File: src/rtl/cdb_arbiter.sv
// Common data bus arbiter: one-entry result buffers for ALU, LSB and BRU feeding a registered CDB.
// Optional macro CDB_LSB_PRIORITY_EN: a full LSB buffer always wins; ALU/BRU share a 1-bit round-robin.
module cdb_arbiter #(
  parameter int ROB_IDX_W = 6,
  parameter int DATA_W    = 32
) (
  input  logic                 clk,
  input  logic                 rst,
  input  logic                 rdy,
  input  logic                 flush,
  input  logic                 alu_valid,
  input  logic [ROB_IDX_W-1:0] alu_rob_index,
  input  logic [DATA_W-1:0]    alu_value,
  output logic                 alu_ready,
  input  logic                 lsb_valid,
  input  logic [ROB_IDX_W-1:0] lsb_rob_index,
  input  logic [DATA_W-1:0]    lsb_value,
  output logic                 lsb_ready,
  input  logic                 bru_valid,
  input  logic [ROB_IDX_W-1:0] bru_rob_index,
  input  logic [DATA_W-1:0]    bru_value,
  output logic                 bru_ready,
  output logic                 cdb_valid,
  output logic [ROB_IDX_W-1:0] cdb_rob_index,
  output logic [DATA_W-1:0]    cdb_value,
  output logic [1:0]           cdb_src,
  output logic                 busy
);

  localparam int NSRC = 3;

  logic [NSRC-1:0]      in_valid_s;
  logic [ROB_IDX_W-1:0] in_tag_s [NSRC];
  logic [DATA_W-1:0]    in_val_s [NSRC];

  logic [NSRC-1:0]      full_q, full_d;
  logic [ROB_IDX_W-1:0] tag_q [NSRC];
  logic [ROB_IDX_W-1:0] tag_d [NSRC];
  logic [DATA_W-1:0]    val_q [NSRC];
  logic [DATA_W-1:0]    val_d [NSRC];

`ifdef CDB_LSB_PRIORITY_EN
  logic                 ptr_q, ptr_d;
`else
  logic [1:0]           ptr_q, ptr_d;
`endif

  logic                 cdb_valid_q, cdb_valid_d;
  logic [ROB_IDX_W-1:0] cdb_tag_q, cdb_tag_d;
  logic [DATA_W-1:0]    cdb_val_q, cdb_val_d;
  logic [1:0]           cdb_src_q, cdb_src_d;

  logic [NSRC-1:0]      grant_s;
  logic [NSRC-1:0]      ready_s;
  logic [NSRC-1:0]      accept_s;
  logic [1:0]           win_s;
  logic                 any_full_s;

  assign in_valid_s  = {bru_valid, lsb_valid, alu_valid};
  assign in_tag_s[0] = alu_rob_index;
  assign in_tag_s[1] = lsb_rob_index;
  assign in_tag_s[2] = bru_rob_index;
  assign in_val_s[0] = alu_value;
  assign in_val_s[1] = lsb_value;
  assign in_val_s[2] = bru_value;

`ifndef CDB_LSB_PRIORITY_EN
  // First full buffer found when scanning start, start+1, start+2 (mod 3).
  function automatic logic [1:0] rr_pick(input logic [2:0] full, input logic [1:0] start);
    logic [2:0] sum;
    logic [2:0] idx;
    logic       found;
    logic [1:0] pick;
    pick  = 2'd0;
    found = 1'b0;
    for (int k = 0; k < 3; k++) begin
      sum = {1'b0, start} + 3'(k);
      idx = (sum >= 3'd3) ? (sum - 3'd3) : sum;
      if (full[idx[1:0]] && !found) begin
        pick  = idx[1:0];
        found = 1'b1;
      end else begin
        found = found;
      end
    end
    return pick;
  endfunction
`endif

  // Winner selection from the full flags and the round-robin pointer.
  always_comb begin
    win_s = 2'd0;
`ifdef CDB_LSB_PRIORITY_EN
    if (full_q[1]) begin
      win_s = 2'd1;
    end else if (full_q[0] && full_q[2]) begin
      win_s = ptr_q ? 2'd2 : 2'd0;
    end else if (full_q[2]) begin
      win_s = 2'd2;
    end else begin
      win_s = 2'd0;
    end
`else
    win_s = rr_pick(full_q, ptr_q);
`endif
  end

  assign any_full_s = |full_q;
  assign grant_s    = any_full_s ? (3'b001 << win_s) : 3'b000;
  // A granted buffer frees up at the edge, so it may accept new data in the same cycle.
  assign ready_s    = {NSRC{rst & rdy & ~flush}} & (~full_q | grant_s);
  assign accept_s   = in_valid_s & ready_s;

  // Next-state: flush beats everything, rdy low freezes, otherwise load/drain/broadcast.
  always_comb begin
    full_d      = full_q;
    tag_d       = tag_q;
    val_d       = val_q;
    ptr_d       = ptr_q;
    cdb_valid_d = cdb_valid_q;
    cdb_tag_d   = cdb_tag_q;
    cdb_val_d   = cdb_val_q;
    cdb_src_d   = cdb_src_q;
    if (rdy && flush) begin
      full_d      = '0;
      cdb_valid_d = 1'b0;
      ptr_d       = '0;
    end else if (rdy) begin
      for (int i = 0; i < NSRC; i++) begin
        if (accept_s[i]) begin
          full_d[i] = 1'b1;
          tag_d[i]  = in_tag_s[i];
          val_d[i]  = in_val_s[i];
        end else if (grant_s[i]) begin
          full_d[i] = 1'b0;
        end else begin
          full_d[i] = full_q[i];
        end
      end
      cdb_valid_d = any_full_s;
      if (any_full_s) begin
        cdb_tag_d = tag_q[win_s];
        cdb_val_d = val_q[win_s];
        cdb_src_d = win_s;
`ifdef CDB_LSB_PRIORITY_EN
        case (win_s)
          2'd0:    ptr_d = 1'b1;
          2'd2:    ptr_d = 1'b0;
          default: ptr_d = ptr_q;
        endcase
`else
        ptr_d = (win_s == 2'd2) ? 2'd0 : (win_s + 2'd1);
`endif
      end else begin
        cdb_src_d = cdb_src_q;
      end
    end else begin
      full_d = full_q;
    end
  end

  // State registers.
  always_ff @(posedge clk or negedge rst) begin
    if (!rst) begin
      full_q      <= '0;
      ptr_q       <= '0;
      cdb_valid_q <= 1'b0;
      cdb_tag_q   <= '0;
      cdb_val_q   <= '0;
      cdb_src_q   <= 2'd0;
      for (int i = 0; i < NSRC; i++) begin
        tag_q[i] <= '0;
        val_q[i] <= '0;
      end
    end else begin
      full_q      <= full_d;
      ptr_q       <= ptr_d;
      cdb_valid_q <= cdb_valid_d;
      cdb_tag_q   <= cdb_tag_d;
      cdb_val_q   <= cdb_val_d;
      cdb_src_q   <= cdb_src_d;
      tag_q       <= tag_d;
      val_q       <= val_d;
    end
  end

  assign alu_ready     = ready_s[0];
  assign lsb_ready     = ready_s[1];
  assign bru_ready     = ready_s[2];
  assign cdb_valid     = cdb_valid_q;
  assign cdb_rob_index = cdb_tag_q;
  assign cdb_value     = cdb_val_q;
  assign cdb_src       = cdb_src_q;
  assign busy          = any_full_s;

endmodule
File: config.mk
export PLATFORM = sky130hd
export DESIGN_NAME = cdb_arbiter
export DESIGN_NICKNAME = d
export VERILOG_FILES = /design/src/rtl/cdb_arbiter.sv
export SDC_FILE = /design/constraint.sdc
export NUM_CORES = 1
export LEC_CHECK = 0
export ABC_CLOCK_PERIOD_IN_PS = 3800
export BUFFER_PORTS_ARGS = -buffer_cell sky130_fd_sc_hd__buf_2
export CAP_MARGIN = 5
export CORE_MARGIN = 1.5
export CORE_UTILIZATION = 54
export CTS_CLUSTER_DIAMETER = 30
export DETAILED_ROUTE_END_ITERATION = 10
export GPL_ROUTABILITY_DRIVEN = 0
export GPL_TIMING_DRIVEN = 0
export HOLD_SLACK_MARGIN = 0.1
export MAX_ROUTING_LAYER = met4
export PLACE_DENSITY = 0.8
export SLEW_MARGIN = 20
export SYNTH_ARGS = -nofsm -noshare
export SYNTH_HDL_FRONTEND = slang
export SYNTH_SLANG_ARGS = --single-unit
File: constraint.sdc
create_clock -name clk -period 3.8 [get_ports clk]
set_clock_uncertainty 0.05 [all_clocks]
set_input_delay 0 -clock clk [delete_from_list [all_inputs] [get_ports clk]]
set_output_delay 0 -clock clk [all_outputs]
set_load 0.03 [all_outputs]
==> flow_summary.json, run 1 <==
{
  "rsz0062_at_grt": "no",
  "syn_area_um2": 7180,
  "power_density_nw_per_um2": 763,
  "netlist.area_leader.share_pct": 55.8,
  "hold_violations": 0,
  "start_kind": "register",
  "start_util_pct": 56.2,
  "numClockSinks": 160,
  "async_reset_ff_share_pct": 100,
  "dp_worst_setup_slack_ps": 736,
  "viasPerCell": 5.85,
  "yosys-top-cells-area": "dfrtp_1 (56%), mux2_2 (15%), mux2i_1 (4.6%), mux2_4 (4.2%), a211o_1 (3.8%)",
  "ff_latch_area_um2": 4000,
  "final.setup.tns_ps": 0,
  "grt_start_max_net_pins": 88,
  "first_iter_violations": 479,
  "synth_top_family_by_area": "multiplexers",
  "fill_cells": 740,
  "ys_seq_area_share_pct": 55.8,
  "multi_input_area_um2": 2920,
  "num_rows": 41,
  "min_path_type": "in -> async",
  "area_growth_pct": 39.2,
  "ios": 166,
  "synth_common_cells": "dfrtp_1 (160), mux2_2 (94), mux2i_1 (33)",
  "wl_per_cell_um": 21.2,
  "cp.arrival_ps": 3790,
  "ys_ff_latch": 160,
  "crit_path_end_kind": "register",
  "routed_wirelength_um": 21700,
  "grt_pass1_wl_um": 34500,
  "finalSetupViolCount": 0,
  "path_max_fanout": 10,
  "synth_area_per_cell_um2": 13.3,
  "yosysMostFrequentCell": "dfrtp_1",
  "synth.area.mux_share_pct": 23.5,
  "synthCells": 540,
  "dp_hpwl_um": 13100,
  "overflow": 0,
  "final.setup.worst_slack_ps": 316,
  "final_util_pct": 78.2,
  "die_area_um2": 14000,
  "path_clk_slew_ps": 60,
  "worst_pin_slew_ps": 849,
  "synth_fp_nets": 665,
  "min_period_ps": 3480,
  "die_h_um": 118,
  "grtUsageTotal_pct": 33.1,
  "synth_simple_gate_area_share_pct": 3.24,
  "final.period_utilization_pct": 91.7,
  "p_leak_nw": 4.40,
  "drc": 0,
  "num_vias": 6018,
  "yosys_warnings": 0,
  "htree_levels": 4,
  "worstPathRequired_ps": 4110,
  "final_area_um2": 9990,
  "synth_edf_count": 0,
  "grt_pass1_vias": 6544,
  "cts_root_buf": "clkbuf_16",
  "maxCapViolations": 0,
  "synth_ff_type": "dfrtp_1",
  "slowest_delay_ps": 600,
  "synth-xor-area-share_pct": 0,
  "slew_headroom_pct": 43.4,
  "power_mw": 7.62,
  "synth.distinct_cells": 38,
  "ir_drop_v": 0.000599,
  "worst-setup-path-type": "reg -> reg",
  "outcome": "finished clean",
  "cp_cell_sequence": "inv_1, ha_1, nor2b_1, o21ai_0, o21ai_4, buf_2, buf_2, nor2_1, a311oi_1, dlygate4sd3_1",
  "drive_above_1_share_pct": 38.2,
  "cts_tree": "built",
  "postCtsSetupBuffers": 0,
  "max-clock-path-buffers": 2,
  "clk_latency_ps": 430,
  "drt-pass1-iter-count": 5,
  "ant_nets": 0,
  "slew_viol_final": 0,
  "antenna_found_initial": 1,
  "final_nets": 970,
  "port_buffers": 165,
  "slowest_stage": "dlygate4sd3_1",
  "synth_fa_ha_area_share_pct": 0.697,
  "core-area_um2": 12800,
  "synth_compound_area_share_pct": 13.1,
  "placed_cell_area_um2": 8250,
  "cts_buffers": 17,
  "fmax_ghz": 0.287,
  "cp_common_cell": "buf_2",
  "synth_largest_area_cell": "dfrtp_1",
  "die_w_um": 118
}
[power by group]
| part | leakage [nW] | switching [mW] | total, mW | internal [mW] |
|---|---|---|---|---|
| Sequential | 1.89 | 0.502 | 2.98 | 2.47 |
| Clock | 0.252 | 0.655 | 1.55 | 0.894 |
| Combinational | 2.25 | 1.77 | 3.10 | 1.33 |
| Total | 4.40 | 2.92 | 7.62 | 4.70 |
[cell type report]
class                           count  share of cell area (%)
Antenna cell                        1                  0.0251
Buffer                             43                    2.42
Clock buffer                       25                    4.96
Clock inverter                      4                   0.288
Inverter                            5                   0.188
Multi-Input combinational cell    332                    29.2
Sequential cell                   160                    40.1
Tap cell                          172                    2.15
Timing Repair Buffer              286                    20.7
[placed cells by master (no fill, tap or decap), drive strengths merged]
| cell type | count |
|---|---|
| or4b | 1 |
| dlygate4sd3 | 120 |
| a31oi | 30 |
| o21ai | 11 |
| nand3b | 1 |
| o21a | 1 |
| a21o | 2 |
| inv | 6 |
| nand4 | 1 |
| diode | 1 |
| a311oi | 2 |
| nand3 | 11 |
| nor2b | 3 |
| o2111ai | 1 |
| nand2 | 14 |
| or3 | 1 |
| a221oi | 8 |
| dfrtp | 160 |
| a21oi | 14 |
| o22ai | 31 |
| nor2 | 10 |
| a22o | 1 |
| and2 | 2 |
| clkinv | 1 |
| a32oi | 1 |
| ha | 4 |
| clkbuf | 48 |
| o31ai | 1 |
| buf | 186 |
| clkinvlp | 2 |
| mux2i | 33 |
| mux2 | 114 |
| nand2b | 1 |
| and4 | 2 |
| a211o | 31 |
[registers in the layout, indices dropped and copies added, names as in the netlist]
name           count
cdb_value         32
tag_q             18
ptr_q              2
full_q             3
val_q             96
cdb_rob_index      6
cdb_src            2
cdb_valid          1
[critical path, delay by kind of cell, from the launching register on]
family                   cells  cell delay, ps
AO/OA/AOI/OAI                3             880
flip-flops                   1             390
adder cells (fa/ha/maj)      1             400
buffers and inverters        4            1390
AND/OR/NAND/NOR              2             310
[cell families after synthesis]
logic type,after synthesis
adders and majority gates,4
AOI/OAI and AO/OA,134
buffers and inverters,48
and+or+nand+nor,47
DFF,160
muxes,147
[timing repair]
| item | 4_1_cts | 5_1_grt |
|---|---|---|
| setup endpoints to repair | 0 | 1 |
| endpoints found under the hold margin | 280 | 0 |
| resized for setup | 0 | 1 |
| hold buffers | 120 | 0 |
[path summary, 6_finish.rpt]
path,slack (ps),from,end,cells past startpoint
hold reg to reg,430,cdb_src[0]$_DFFE_PN0P_,cdb_src[0]$_DFFE_PN0P_,2
hold / removal,90,rst,val_q[29]$_DFFE_PN0P_,2
max in group asynchronous,2810,rst,val_q[74]$_DFFE_PN0P_,3
setup / recovery,320,ptr_q[0]$_DFFE_PN0P_,full_q[0]$_DFFE_PN0P_,10
setup reg to reg,320,ptr_q[0]$_DFFE_PN0P_,full_q[0]$_DFFE_PN0P_,10
min in group clk,200,lsb_valid,val_q[51]$_DFFE_PN0P_,4
[metal layers]
layer	GRT usage, %	wire length, um
met5	-	0
met4	16.8	820
met3	6.66	1180
met2	55.2	11200
met1	38.0	8500
[stage by stage]
| step | instances | hold WS (ps) |
|---|---|---|
| after floorplan | 540 | -346 |
| after global placement | 877 | 181 |
| after detailed placement | 878 | -33.6 |
| after CTS | 1027 | 117 |
| after global routing | 1028 | 137 |
| final | 1028 | 87.6 |
Power figures use the tool's default switching activity.
==> inputs of run 2 (changes only) <==
--- a/config.mk
+++ b/config.mk
@@ -5,6 +5,7 @@
 export SDC_FILE = /design/constraint.sdc
 export NUM_CORES = 1
 export LEC_CHECK = 0
+export ABC_AREA = 1
 export ABC_CLOCK_PERIOD_IN_PS = 3800
 export BUFFER_PORTS_ARGS = -buffer_cell sky130_fd_sc_hd__buf_2
 export CAP_MARGIN = 5
==> run 2 against run 1 <==
Clock-buffer cell count decreased by 1. Highest routed layer unchanged. Die area rose by 3.0%. Via count up 36%.
==> flow_summary.json, run 2 <==
{
  "wl_per_cell_um": 17.8,
  "path_delay_family": "buffers and inverters",
  "cts_root_buf": "clkbuf_16",
  "numClockSinks": 160,
  "synth_area_per_cell_um2": 7.87,
  "yosys-top-cells-area": "dfrtp_1 (54%), nand2_1 (17%), inv_1 (4.6%), nor2_1 (4.5%), o21ai_1 (4.2%)",
  "most-common-layout-cells": "nand2_1 (337), buf_2 (179), dlygate4sd3_1 (171), dfrtp_1 (160), inv_1 (91)",
  "cp_cell_sequence": "inv_1, ha_1, inv_2, nand2_1, nand3_1, nand2_1, nand3_1, nor2_1, nor2_4, nand2_2, nand2_2, buf_2, nand4_1, dlygate4sd3_1, nand2_1, dlygate4sd3_1",
  "regMostFlops": "val_q",
  "async_reset_ff_share_pct": 100,
  "startpoint": "ptr_q[0]$_DFFE_PN0P_",
  "wl_met2_um": 12900,
  "cts_tree": "built",
  "min_period_ps": 3610,
  "fill_cells": 699,
  "final.period_utilization_pct": 95.1,
  "power_density_nw_per_um2": 813,
  "drc": 0,
  "first_iter_violations": 1062,
  "worst-setup-path-type": "reg -> reg",
  "htree_levels": 4,
  "timing.rr.start": "ptr_q[0]$_DFFE_PN0P_",
  "netlist.area_leader.share_pct": 54.1,
  "path_buf_inv": 5,
  "largest_reg_flops": 96,
  "p_comb_share_pct": 45.7,
  "p_int_mw": 5.00,
  "hold_violations": 0,
  "postCtsSetupBuffers": 0,
  "syn_area_um2": 7400,
  "start_kind": "register",
  "crit_path_end_kind": "register",
  "final.setup.worst_slack_ps": 186,
  "routed-wl-met3_um": 2460,
  "ys_ff_latch": 160,
  "grt_start_max_net_pins": 84,
  "slowest_stage": "dlygate4sd3_1",
  "dp_worst_setup_slack_ps": 1020,
  "area_growth_pct": 46.8,
  "slew_headroom_pct": 50.6,
  "slowest_delay_ps": 600,
  "power_mw": 8.84,
  "start_util_pct": 55.7,
  "die_w_um": 120,
  "dp_hpwl_um": 14500,
  "p_leak_nw": 5.79,
  "core-area_um2": 13300,
  "synth_fp_nets": 1065,
  "final_common_cell": "nand2_1",
  "synthCells": 940,
  "synth_common_cells": "nand2_1 (337), dfrtp_1 (160), inv_1 (91)",
  "ant_nets": 0,
  "drt-pass1-iter-count": 8,
  "num_rows": 42,
  "placed_cell_area_um2": 8480,
  "clockPowerShare_pct": 21.1,
  "cp.arrival_ps": 3950,
  "num_vias": 8180,
  "hold_ws_ps": 121,
  "die_area_um2": 14400,
  "cp_common_cell": "nand2_1",
  "path_clk_slew_ps": 60,
  "grt_pass1_vias": 8098,
  "worst_pin_slew_ps": 741,
  "overflow": 0,
  "multi_input_area_um2": 2730,
  "ir_drop_v": 0.000554,
  "hp-start": "lsb_valid",
  "maxCapViolations": 0,
  "port_buffers": 165,
  "worstPathRequired_ps": 4130,
  "final_area_um2": 10900,
  "cts_buffers": 17,
  "instances_no_fill": 1487,
  "fmax_ghz": 0.277,
  "wl_met1_um": 9920,
  "max-clock-path-buffers": 2,
  "clk_latency_ps": 450,
  "min_path_type": "in -> reg",
  "power_switching_mw": 3.84,
  "viasPerCell": 5.50,
  "synth.distinct_cells": 27,
  "ys_seq_area_share_pct": 54.1,
  "path_max_fanout": 10,
  "synth_ff_type": "dfrtp_1",
  "netSwitchingFraction_pct": 43.4,
  "final_nets": 1422,
  "place_inst": 1282,
  "routed_wirelength_um": 26400,
  "drive_above_1_share_pct": 18.9,
  "antenna_found_initial": 1,
  "route.top_layer_used": "met4",
  "power_frac_seq_pct": 33.2,
  "synth_largest_area_cell": "dfrtp_1",
  "grt_pass1_wl_um": 41100,
  "finalSetupViolCount": 0,
  "outcome": "finished clean",
  "ff_latch_area_um2": 4000,
  "yosys_warnings": 0,
  "yosysMostFrequentCell": "nand2_1",
  "slew_viol_final": 0,
  "die_h_um": 120,
  "ios": 166,
  "grtUsageTotal_pct": 38.6,
  "synth_edf_count": 0
}
-- run 2: cell count changes in the layout (fill, tap and decap cells not counted), moves of 38 or more --
cell	previous run	this run
o21ai_1	0	62
mux2_2	94	0
nor2_1	10	89
nand2_1	14	337
dlygate4sd3_1	120	171
nand4_1	1	39
inv_1	5	91
nand3_1	11	57
-- run 2: power groups by stage --
stage,clock [mW],combinational [mW],sequential [mW]
3_5_place_dp,0,3.49,2.88
3_3_place_gp,0,3.40,2.87
2_1_floorplan,0,2.09,3.21
5_1_grt,1.92,4.40,2.99
4_1_cts,1.84,3.84,2.87
6_report,1.86,4.04,2.94
-- run 2: tightest hold or removal path: cells and delay by family --
family	cells	cell delay (ps)
buf+inv	2	350
simple gates	1	140
compound gates	1	80
-- run 2: kinds of logic after synthesis --
family	Yosys count	synth area share, %
buffers and inverters	153	9.03
AOI/OAI and AO/OA	89	6.14
DFF	160	54.1
and+or+nand+nor	534	30.0
adders and majority gates	4	0.676
-- run 2: final cells by class --
| type | count | area share, % |
|---|---|---|
| Antenna cell | 1 | 0.0230 |
| Buffer | 56 | 2.80 |
| Clock buffer | 24 | 4.71 |
| Clock inverter | 8 | 1.14 |
| Inverter | 97 | 3.35 |
| Multi-Input combinational cell | 627 | 25.1 |
| Sequential cell | 160 | 36.9 |
| Tap cell | 176 | 2.03 |
| Timing Repair Buffer | 338 | 24.0 |
-- run 2: stage by stage --
stage          utilization, %  TNS (ps)
2_1_floorplan               -         0
3_3_place_gp             63.5    -34320
3_5_place_dp             63.8         0
4_1_cts                  81.5         0
5_1_grt                  81.7     -1.05
6_report                 81.7         0
-- run 2: metal layers --
metal  up-vias  GRT usage (%)
met5         -              -
met4         0           18.2
met3       107           9.03
met2       545           61.8
met1      3871           46.4
li1       3657              -
-- run 2: worst paths after layout --
check                      slack, ps                         to  cells past startpoint
max in group asynchronous       2240  cdb_value[28]$_DFFE_PN0P_                      4
max                              190      val_q[71]$_DFFE_PN0P_                     16
min in group asynchronous        570      val_q[60]$_DFFE_PN0P_                      3
min                              120      val_q[39]$_DFFE_PN0P_                      4
max reg2reg                      190      val_q[71]$_DFFE_PN0P_                     16
min reg2reg                      420      val_q[81]$_DFFE_PN0P_                      2
-- run 2: what timing repair did --
action / in CTS / in global routing
gates resized for setup: 0 / 1
endpoints found under the setup margin: 0 / 18
endpoints found under the hold margin: 280 / 0
hold buffers: 171 / 0
